## src/rtl/tdm_pkg.sv

```systemverilog
// Shared types and default sizing for the TDM lane demultiplexer.
package tdm_pkg;

  localparam int unsigned TDM_WIDTH = 8;
  localparam int unsigned TDM_LANES = 4;

  typedef enum logic [1:0] {
    IDLE,
    COLLECT,
    HOLD
  } tdm_state_e;

endpackage

```

## src/rtl/demux_lane_decode.sv

```systemverilog
// Turns a slot index plus enable into a one-hot lane write enable.
module demux_lane_decode
  import tdm_pkg::*;
#(
  parameter int unsigned LANES = TDM_LANES,
  parameter int unsigned SW    = $clog2(LANES) + 1
) (
  input  logic [SW-1:0]    slot_i,
  input  logic             en_i,
  output logic [LANES-1:0] we_o
);

  always_comb begin
    we_o = '0;
    for (int unsigned k = 0; k < LANES; k++) begin
      if (en_i && (slot_i == SW'(k))) we_o[k] = 1'b1;
    end
  end

endmodule

```

## src/rtl/tdm_demux.sv

```systemverilog
// Collects LANES time-multiplexed beats into one parallel frame and holds it
// until the consumer takes it; protocol errors pulse frame_err and are counted.
module tdm_demux
  import tdm_pkg::*;
#(
  parameter int unsigned WIDTH = TDM_WIDTH,
  parameter int unsigned LANES = TDM_LANES
) (
  input  logic                   clk,
  input  logic                   reset,
  input  logic [WIDTH-1:0]       in_data,
  input  logic                   in_valid,
  input  logic                   in_sof,
  output logic                   in_ready,
  output logic [LANES*WIDTH-1:0] out_data,
  output logic                   out_valid,
  input  logic                   out_ready,
  output logic                   frame_err,
  output logic [7:0]             err_cnt
);

  localparam int unsigned SW = $clog2(LANES) + 1;

  tdm_state_e                   state_q, state_d;
  logic       [SW-1:0]          slot_q, slot_d;
  logic       [LANES-1:0][WIDTH-1:0] lane_q;
  logic                         err_q, err_d;
  logic       [7:0]             err_cnt_q;

  logic                         accept;
  logic                         wr_en;
  logic       [SW-1:0]          wr_slot;
  logic       [LANES-1:0]       we;

  // All outputs come from registers only; nothing from in_* reaches out_*.
  assign in_ready  = (state_q != HOLD);
  assign accept    = in_valid && in_ready;
  assign out_valid = (state_q == HOLD);
  assign out_data  = lane_q;
  assign frame_err = err_q;
  assign err_cnt   = err_cnt_q;

  always_comb begin
    state_d = state_q;
    slot_d  = slot_q;
    err_d   = 1'b0;
    wr_en   = 1'b0;
    wr_slot = '0;
    unique case (state_q)
      IDLE: begin
        if (accept) begin
          if (in_sof) begin
            wr_en   = 1'b1;
            slot_d  = SW'(1);
            state_d = (LANES == 1) ? HOLD : COLLECT;
          end else begin
            err_d = 1'b1;
          end
        end
      end
      COLLECT: begin
        if (accept) begin
          wr_en = 1'b1;
          if (in_sof) begin
            // Restart: the partial frame is abandoned, this beat becomes lane 0.
            err_d  = 1'b1;
            slot_d = SW'(1);
          end else begin
            wr_slot = slot_q;
            slot_d  = slot_q + 1'b1;
            if (slot_q == SW'(LANES - 1)) begin
              state_d = HOLD;
              slot_d  = '0;
            end
          end
        end
      end
      HOLD: begin
        if (out_ready) begin
          state_d = IDLE;
          slot_d  = '0;
        end
      end
      default: state_d = IDLE;
    endcase
  end

  always_ff @(posedge clk) begin
    if (reset) begin
      state_q   <= IDLE;
      slot_q    <= '0;
      err_q     <= 1'b0;
      err_cnt_q <= '0;
    end else begin
      state_q <= state_d;
      slot_q  <= slot_d;
      err_q   <= err_d;
      if (err_d && (err_cnt_q != '1)) err_cnt_q <= err_cnt_q + 1'b1;
    end
  end

  always_ff @(posedge clk) begin
    if (reset) begin
      lane_q <= '0;
    end else begin
      for (int unsigned k = 0; k < LANES; k++) begin
        if (we[k]) lane_q[k] <= in_data;
      end
    end
  end

  demux_lane_decode #(
    .LANES (LANES),
    .SW    (SW)
  ) u_decode (
    .slot_i (wr_slot),
    .en_i   (wr_en),
    .we_o   (we)
  );

endmodule

```

## config.mk

```make
export PLATFORM = sky130hd
export DESIGN_NAME = tdm_demux
export DESIGN_NICKNAME = d
export VERILOG_FILES = /design/src/rtl/tdm_pkg.sv /design/src/rtl/demux_lane_decode.sv /design/src/rtl/tdm_demux.sv
export SDC_FILE = /design/constraint.sdc
export NUM_CORES = 1
export LEC_CHECK = 0
export BUFFER_PORTS_ARGS = -buffer_cell sky130_fd_sc_hd__buf_2
export CORE_ASPECT_RATIO = 0.75
export CORE_MARGIN = 2
export CORE_UTILIZATION = 40
export DETAILED_ROUTE_END_ITERATION = 8
export MAX_ROUTING_LAYER = met4
export PLACE_DENSITY = 0.71
export SLEW_MARGIN = 25
export SYNTH_ARGS = -nofsm -noshare
export SYNTH_HDL_FRONTEND = slang
export SYNTH_SLANG_ARGS = --single-unit
```

## constraint.sdc

```tcl
create_clock -name clk -period 4.84 [get_ports clk]
set_input_delay 0.484 -clock clk [delete_from_list [all_inputs] [get_ports clk]]
set_output_delay 0.484 -clock clk [all_outputs]
set_load 0.01 [all_outputs]
```

Word level (Yosys, flattened, before mapping). Cells that the tools add are included.

Memory bits (writable): 0. Memory bits (read-only): 0. Register bits after elaboration: 46. Bits in latches: 0. Memories: 0.

Bitwise logic cells: 0. Multiply operators: 0. Div/mod/pow operators: 0. Reduce and logical (&&, ||, !) cells: 11. Eq/ne operators: 14. Add/subtract/negate cells: 2. Multiplexer cells: 28. Shift-type cells: 0. Magnitude comparators: 0.

Operators with widths (number): two-way mux 3 bit (9); two-way mux 2 bit (6); inequality test 2 bit (second input constant) (6); equality test 3 x 2 -> 1 bit (second input constant) (3); two-way mux 1 bit (9); one-hot mux 3 bit (3 select lines) (1); adder 8 x 1 -> 8 bit (second input constant) (1); inequality test 8 bit (second input constant) (1); logical AND 1 bit (6); one-hot mux 2 bit (3 select lines) (1); AND reduction 6 bit (1); AND reduction 5 bit (1); one-hot mux 1 bit (2 select lines) (2); adder 3 x 1 -> 3 bit (second input constant) (1); equality test 3 x 1 -> 1 bit (second input constant) (1); zero test 3 bit (1); nonzero test 3 bit (1); equality test 2 x 1 -> 1 bit (second input constant) (1); equality test 2 bit (second input constant) (1); zero test 2 bit (1); inequality test 2 x 1 -> 1 bit (second input constant) (1).

Logic depth before layout (Yosys ltp).
Depth in word-level cells: 7. Mapped depth: 8. Depth with buffers taken out: 6.

Hierarchy. A second synthesis with hierarchy kept.

Cells, all modules: 203. Area, all modules: 1978.1 um2.

By module, submodules not included: tdm_demux (cells each 199, times used 1, area an instance 1928.1 um2); demux_lane_decode (cells each 4, times used 1, area an instance 50.0 um2).

Least setup slack after synthesis. OpenSTA, ideal clock, no wires.

Path kind: register to register. Start: reg state_q[0]. End: reg err_cnt_q[3], in the netlist err_cnt[3]. Clock period less this slack: 1.853 ns. Setup slack: 2.987 ns. Arrival time: 1.733 ns. Setup time: 0.121 ns. Required time: 4.719 ns. Stages on the path, launching flop included: 7. Cell sequence: dfxtp_1 > inv_1 > ha_1 > nand2b_1 > nor3_1 > a21boi_0 > mux2_2.

Cells in the longest elaborated chain, start to end: 5. Elaborated cells on any way between the ends: 8. Classes of those cells: 2 x eq/ne; 3 x mux; 3 x reduce/logical.

RTL lines: start: declaration (RTL line tdm_demux.sv:24) `tdm_state_e state_q, state_d;`; start signal: assignment (RTL line tdm_demux.sv:95) `state_q <= state_d;`; inequality test 2 bit (RTL line tdm_demux.sv:36) `assign in_ready = (state_q != HOLD);`; logical AND 1 bit (RTL line tdm_demux.sv:37) `assign accept = in_valid && in_ready;`; two-way mux 1 bit; one-hot mux 1 bit (2 select lines) (*) (RTL line tdm_demux.sv:49) `unique case (state_q)`; logical AND 1 bit (*) (RTL line tdm_demux.sv:98) `if (err_d && (err_cnt_q != '1)) err_cnt_q <= err_cnt_q + 1'b1;`; end signal: assignment (RTL line tdm_demux.sv:98); end: declaration (RTL line tdm_demux.sv:28) `logic [7:0] err_cnt_q;`.

Every way passes the cells marked *; elsewhere a longest branch is shown, timed or not. A chain may end at the register's enable or synchronous reset.

Worst setup path after layout. Ends and elaborated chain as after synthesis.

==> flow_summary_export.csv <==
group,metric,value,unit
clocking,cts.hold.buffers_added,0,
logic_synthesis,synth_area_leaders,"sky130_fd_sc_hd__dfxtp_1 43%, sky130_fd_sc_hd__mux2i_1 16%, sky130_fd_sc_hd__nand2b_1 8.8%",
drt,drc_errors,0,
global_routing,grt.total_usage,16.3,%
power,max_ir_drop_vdd,0.000156,V
placed_design,gp_routability_congestion,0.792,
layout,post_route_cells_drive_above_1_share,25.6,%
worst_setup_path,worst-endpoint-required,5.03,ns
sta,skew,0.0104,ns
logic_synthesis,synth_ff_type,"sky130_fd_sc_hd__dfxtp_1",
worst_setup_path,crit_path_cell_trace,"inv_1 > ha_1 > nand2b_1 > nor3_1 > a21boi_0 > mux2_2",
clocking,clock_sinks,46,
logic_synthesis,syn_area_per_cell,9.56,um^2
sta,fmaxAchievable,0.504,GHz
clocking,clock-root-buffer,"sky130_fd_sc_hd__clkbuf_8",
drt,drt_iter0_drc,130,
logic_synthesis,ys_types,43,
die,floorplan.die.width,88.3,um
worst_setup_path,path_max_fanout,9,
global_routing,largest_net_degree_at_the_start_of_global_routing,61,
placed_design,buffers_added_on_ports,55,
logic_synthesis,ys_seq_area_share,43.2,%
power,cellPowerDensity,319,nW/um^2
power,leakagePower,1.28,nW
worst_setup_path,cp_slowest_stage_delay,0.36,ns
drt,via_per_inst,4.93,
die,floorplan.core_area,5010,um^2
drt,wirelength,4530,um
logic_synthesis,synthCells,223,
die,row_count,22,
placed_design,placement.cell_area,2460,um^2
layout,syn_to_final_growth,19.6,%
global_routing,grt_antenna_before_repair,0,
sta,final.hold.worst_slack,0.451,ns
global_routing,grt_pass1_wl,7450,um
die,start_util,42.5,%
power,power_total,813,uW
clocking,clock_insertion_delay_worst_skew,0.29,ns
drt,drtAntennaViolNets,0,
sta,drv_slew,0,
clocking,cts_tree,"done",
drt,route.detailed.wl_per_inst,13.0,um
global_routing,grt_pass1_vias,1560,
run,timing.max_cap.violations,0,
sta,rsz0062_at_grt,"false",
die,vertical_die_dimension,67.2,um
clocking,post_cts.repair.setup_buffers,0,
clocking,cts.reportedPaths.clkPinSlew,0.10,ns
outcome,run_status,"complete, no violations",
die,die-area,5930,um^2
sta,timing.final.crit_share,41.0,%
logic_synthesis,synth_top_area_share,43.2,%
sta,tightestPinTransition,0.895,ns
clocking,number_of_cts_inserted_buffers,5,
clocking,cts-htree-levels,2,
layout,final_cell_count_no_fill,349,
placed_design,dp.cells,341,
drt,first_pass_drt_iterations,6,
logic_synthesis,synthesis.nets,241,
logic_synthesis,asyncSetResetFlopFracSynth,0,%
worst_setup_path,crit_path_end_kind,"register",
hold_path,holdCritPathClass,"primary input to register",
sta,relSlewSlack,40.4,%
die,number_of_i_o_pins,56,
logic_synthesis,synthesis.area,2130,um^2
logic_synthesis,postSynthRegisterBits,46,
worst_setup_path,timing_worst_setup_path_type,"register to register",
worst_setup_path,timing.critical_path.arrival,2.17,ns
logic_synthesis,yosysTopAreaCell,"sky130_fd_sc_hd__dfxtp_1",
logic_synthesis,synth_enable_flop_cells,0,
placed_design,hpwl,3260,um
clocking,post_cts.resized_instances,0,
layout,layout.cell_area.non_filler,2550,um^2
layout,diodes,0,
placed_design,post-place-ws,2.86,ns
sta,final.setup.tns,0,ns
worst_setup_path,setup.worst_path.start_class,"register",
sta,fin_crit,1.98,ns
layout,layout.core_utilization,50.8,%
sta,hold_viol_final,0,
layout,nets,294,
sta,final-setup-viol-count,0,
clocking,clock_path_buffers,2,
sta,setup_slack_after_layout,2.86,ns
global_routing,globalRoute.totalOverflow,0,
worst_setup_path,worst_path_max_delay_cell,"sky130_fd_sc_hd__dfxtp_1",
logic_synthesis,ys_warn_count,0,
drt,vias,1720,
flip-flops by register name, indices dropped and copies added, names as in the netlist:
name       flops
state_q        2
out_data      32
frame_err      1
slot_q         3
err_cnt        8
cell usage after synthesis (2+ instances only):
master,instances
sky130_fd_sc_hd__ha_1,5
sky130_fd_sc_hd__clkbuf_1,7
sky130_fd_sc_hd__nand3_1,2
sky130_fd_sc_hd__nand2b_1,30
sky130_fd_sc_hd__nand4_2,2
sky130_fd_sc_hd__mux2_2,2
sky130_fd_sc_hd__nor2_1,26
sky130_fd_sc_hd__nor3_1,2
sky130_fd_sc_hd__nor3b_1,2
sky130_fd_sc_hd__nand3b_1,2
sky130_fd_sc_hd__mux2i_1,35
sky130_fd_sc_hd__a211oi_1,2
sky130_fd_sc_hd__nor2b_1,4
sky130_fd_sc_hd__o41ai_1,2
sky130_fd_sc_hd__nor4_1,2
sky130_fd_sc_hd__nand2_1,6
sky130_fd_sc_hd__and3_1,3
sky130_fd_sc_hd__and2b_1,2
sky130_fd_sc_hd__o21ai_0,4
sky130_fd_sc_hd__a21oi_1,8
sky130_fd_sc_hd__inv_1,8
sky130_fd_sc_hd__dfxtp_1,46
placed cells by master, fill, tap and decap left out, types with 2 or more instances in the layout:
master / netlist / layout
sky130_fd_sc_hd__inv_1: 8 / 8
sky130_fd_sc_hd__buf_2: 1 / 55
sky130_fd_sc_hd__nand2_1: 6 / 6
sky130_fd_sc_hd__and3_1: 3 / 3
sky130_fd_sc_hd__a21oi_1: 8 / 8
sky130_fd_sc_hd__nor3_1: 2 / 2
sky130_fd_sc_hd__nor2b_1: 4 / 4
sky130_fd_sc_hd__a211oi_1: 2 / 2
sky130_fd_sc_hd__nand2b_1: 30 / 30
sky130_fd_sc_hd__nand3_1: 2 / 2
sky130_fd_sc_hd__nand3b_1: 2 / 2
sky130_fd_sc_hd__nor4_1: 2 / 2
sky130_fd_sc_hd__dfxtp_1: 46 / 46
sky130_fd_sc_hd__mux2_2: 2 / 2
sky130_fd_sc_hd__mux2i_1: 35 / 35
sky130_fd_sc_hd__o41ai_1: 2 / 2
sky130_fd_sc_hd__clkbuf_8: 0 / 5
sky130_fd_sc_hd__nand4_2: 2 / 2
sky130_fd_sc_hd__and2b_1: 2 / 2
sky130_fd_sc_hd__nor2_1: 26 / 26
sky130_fd_sc_hd__nor3b_1: 2 / 2
sky130_fd_sc_hd__ha_1: 5 / 5
sky130_fd_sc_hd__o21ai_0: 4 / 4
area by class of cell:
type	count	area, um^2
clock inverter	3	21.3
multi-input combinational	160	1140
fill	502	2460
timing repair buffer	55	275
inverter	8	30.0
sequential	46	921
clock buffer	5	68.8
tap	72	90.1
path summary, 6_finish.rpt:
path	start	slack (ns)	to	cells after the start
setup / recovery	state_q[0]	2.86	err_cnt[3]	6
hold / removal	in_data[6]	0.45	out_data[30]	3
setup reg to reg	state_q[0]	2.86	err_cnt[3]	6
hold reg to reg	out_data[13]	0.48	out_data[13]	2
per-layer routing:
| layer | GRT usage, % | wire length [um] |
|---|---|---|
| met2 | 23.4 | 1920 |
| met5 | - | 0 |
| met4 | 2.65 | 13 |
| met1 | 23.4 | 2380 |
| met3 | 4.40 | 219 |
logic make-up (layout without fill, tap and decap cells):
| family | Yosys count | after routing | synth area share (%) |
|---|---|---|---|
| AND/OR/NAND/NOR | 92 | 92 | 25.2 |
| AO/OA/AOI/OAI | 26 | 26 | 7.93 |
| multiplexers | 37 | 37 | 17.5 |
| buffers and inverters | 17 | 71 | 3.23 |
| flip-flops | 46 | 46 | 43.2 |
| adder cells (fa/ha/maj) | 5 | 5 | 2.94 |
where the power goes:
part | switching [mW] | internal, mW | total (mW) | leakage (nW)
Clock | 0.136 | 0.102 | 0.238 | 0.0441
Sequential | 0.0142 | 0.397 | 0.411 | 0.372
Combinational | 0.0950 | 0.0695 | 0.165 | 0.862
Total | 0.245 | 0.568 | 0.813 | 1.28
critical path, delay by kind of cell, from the launching register on:
kind	cells	cell delay, ns
buf+inv	1	0.07
simple gates	2	0.53
compound gates	1	0.28
flops	1	0.36
fa+ha+maj	1	0.29
mux	1	0.36
Power figures use the tool's default switching activity.
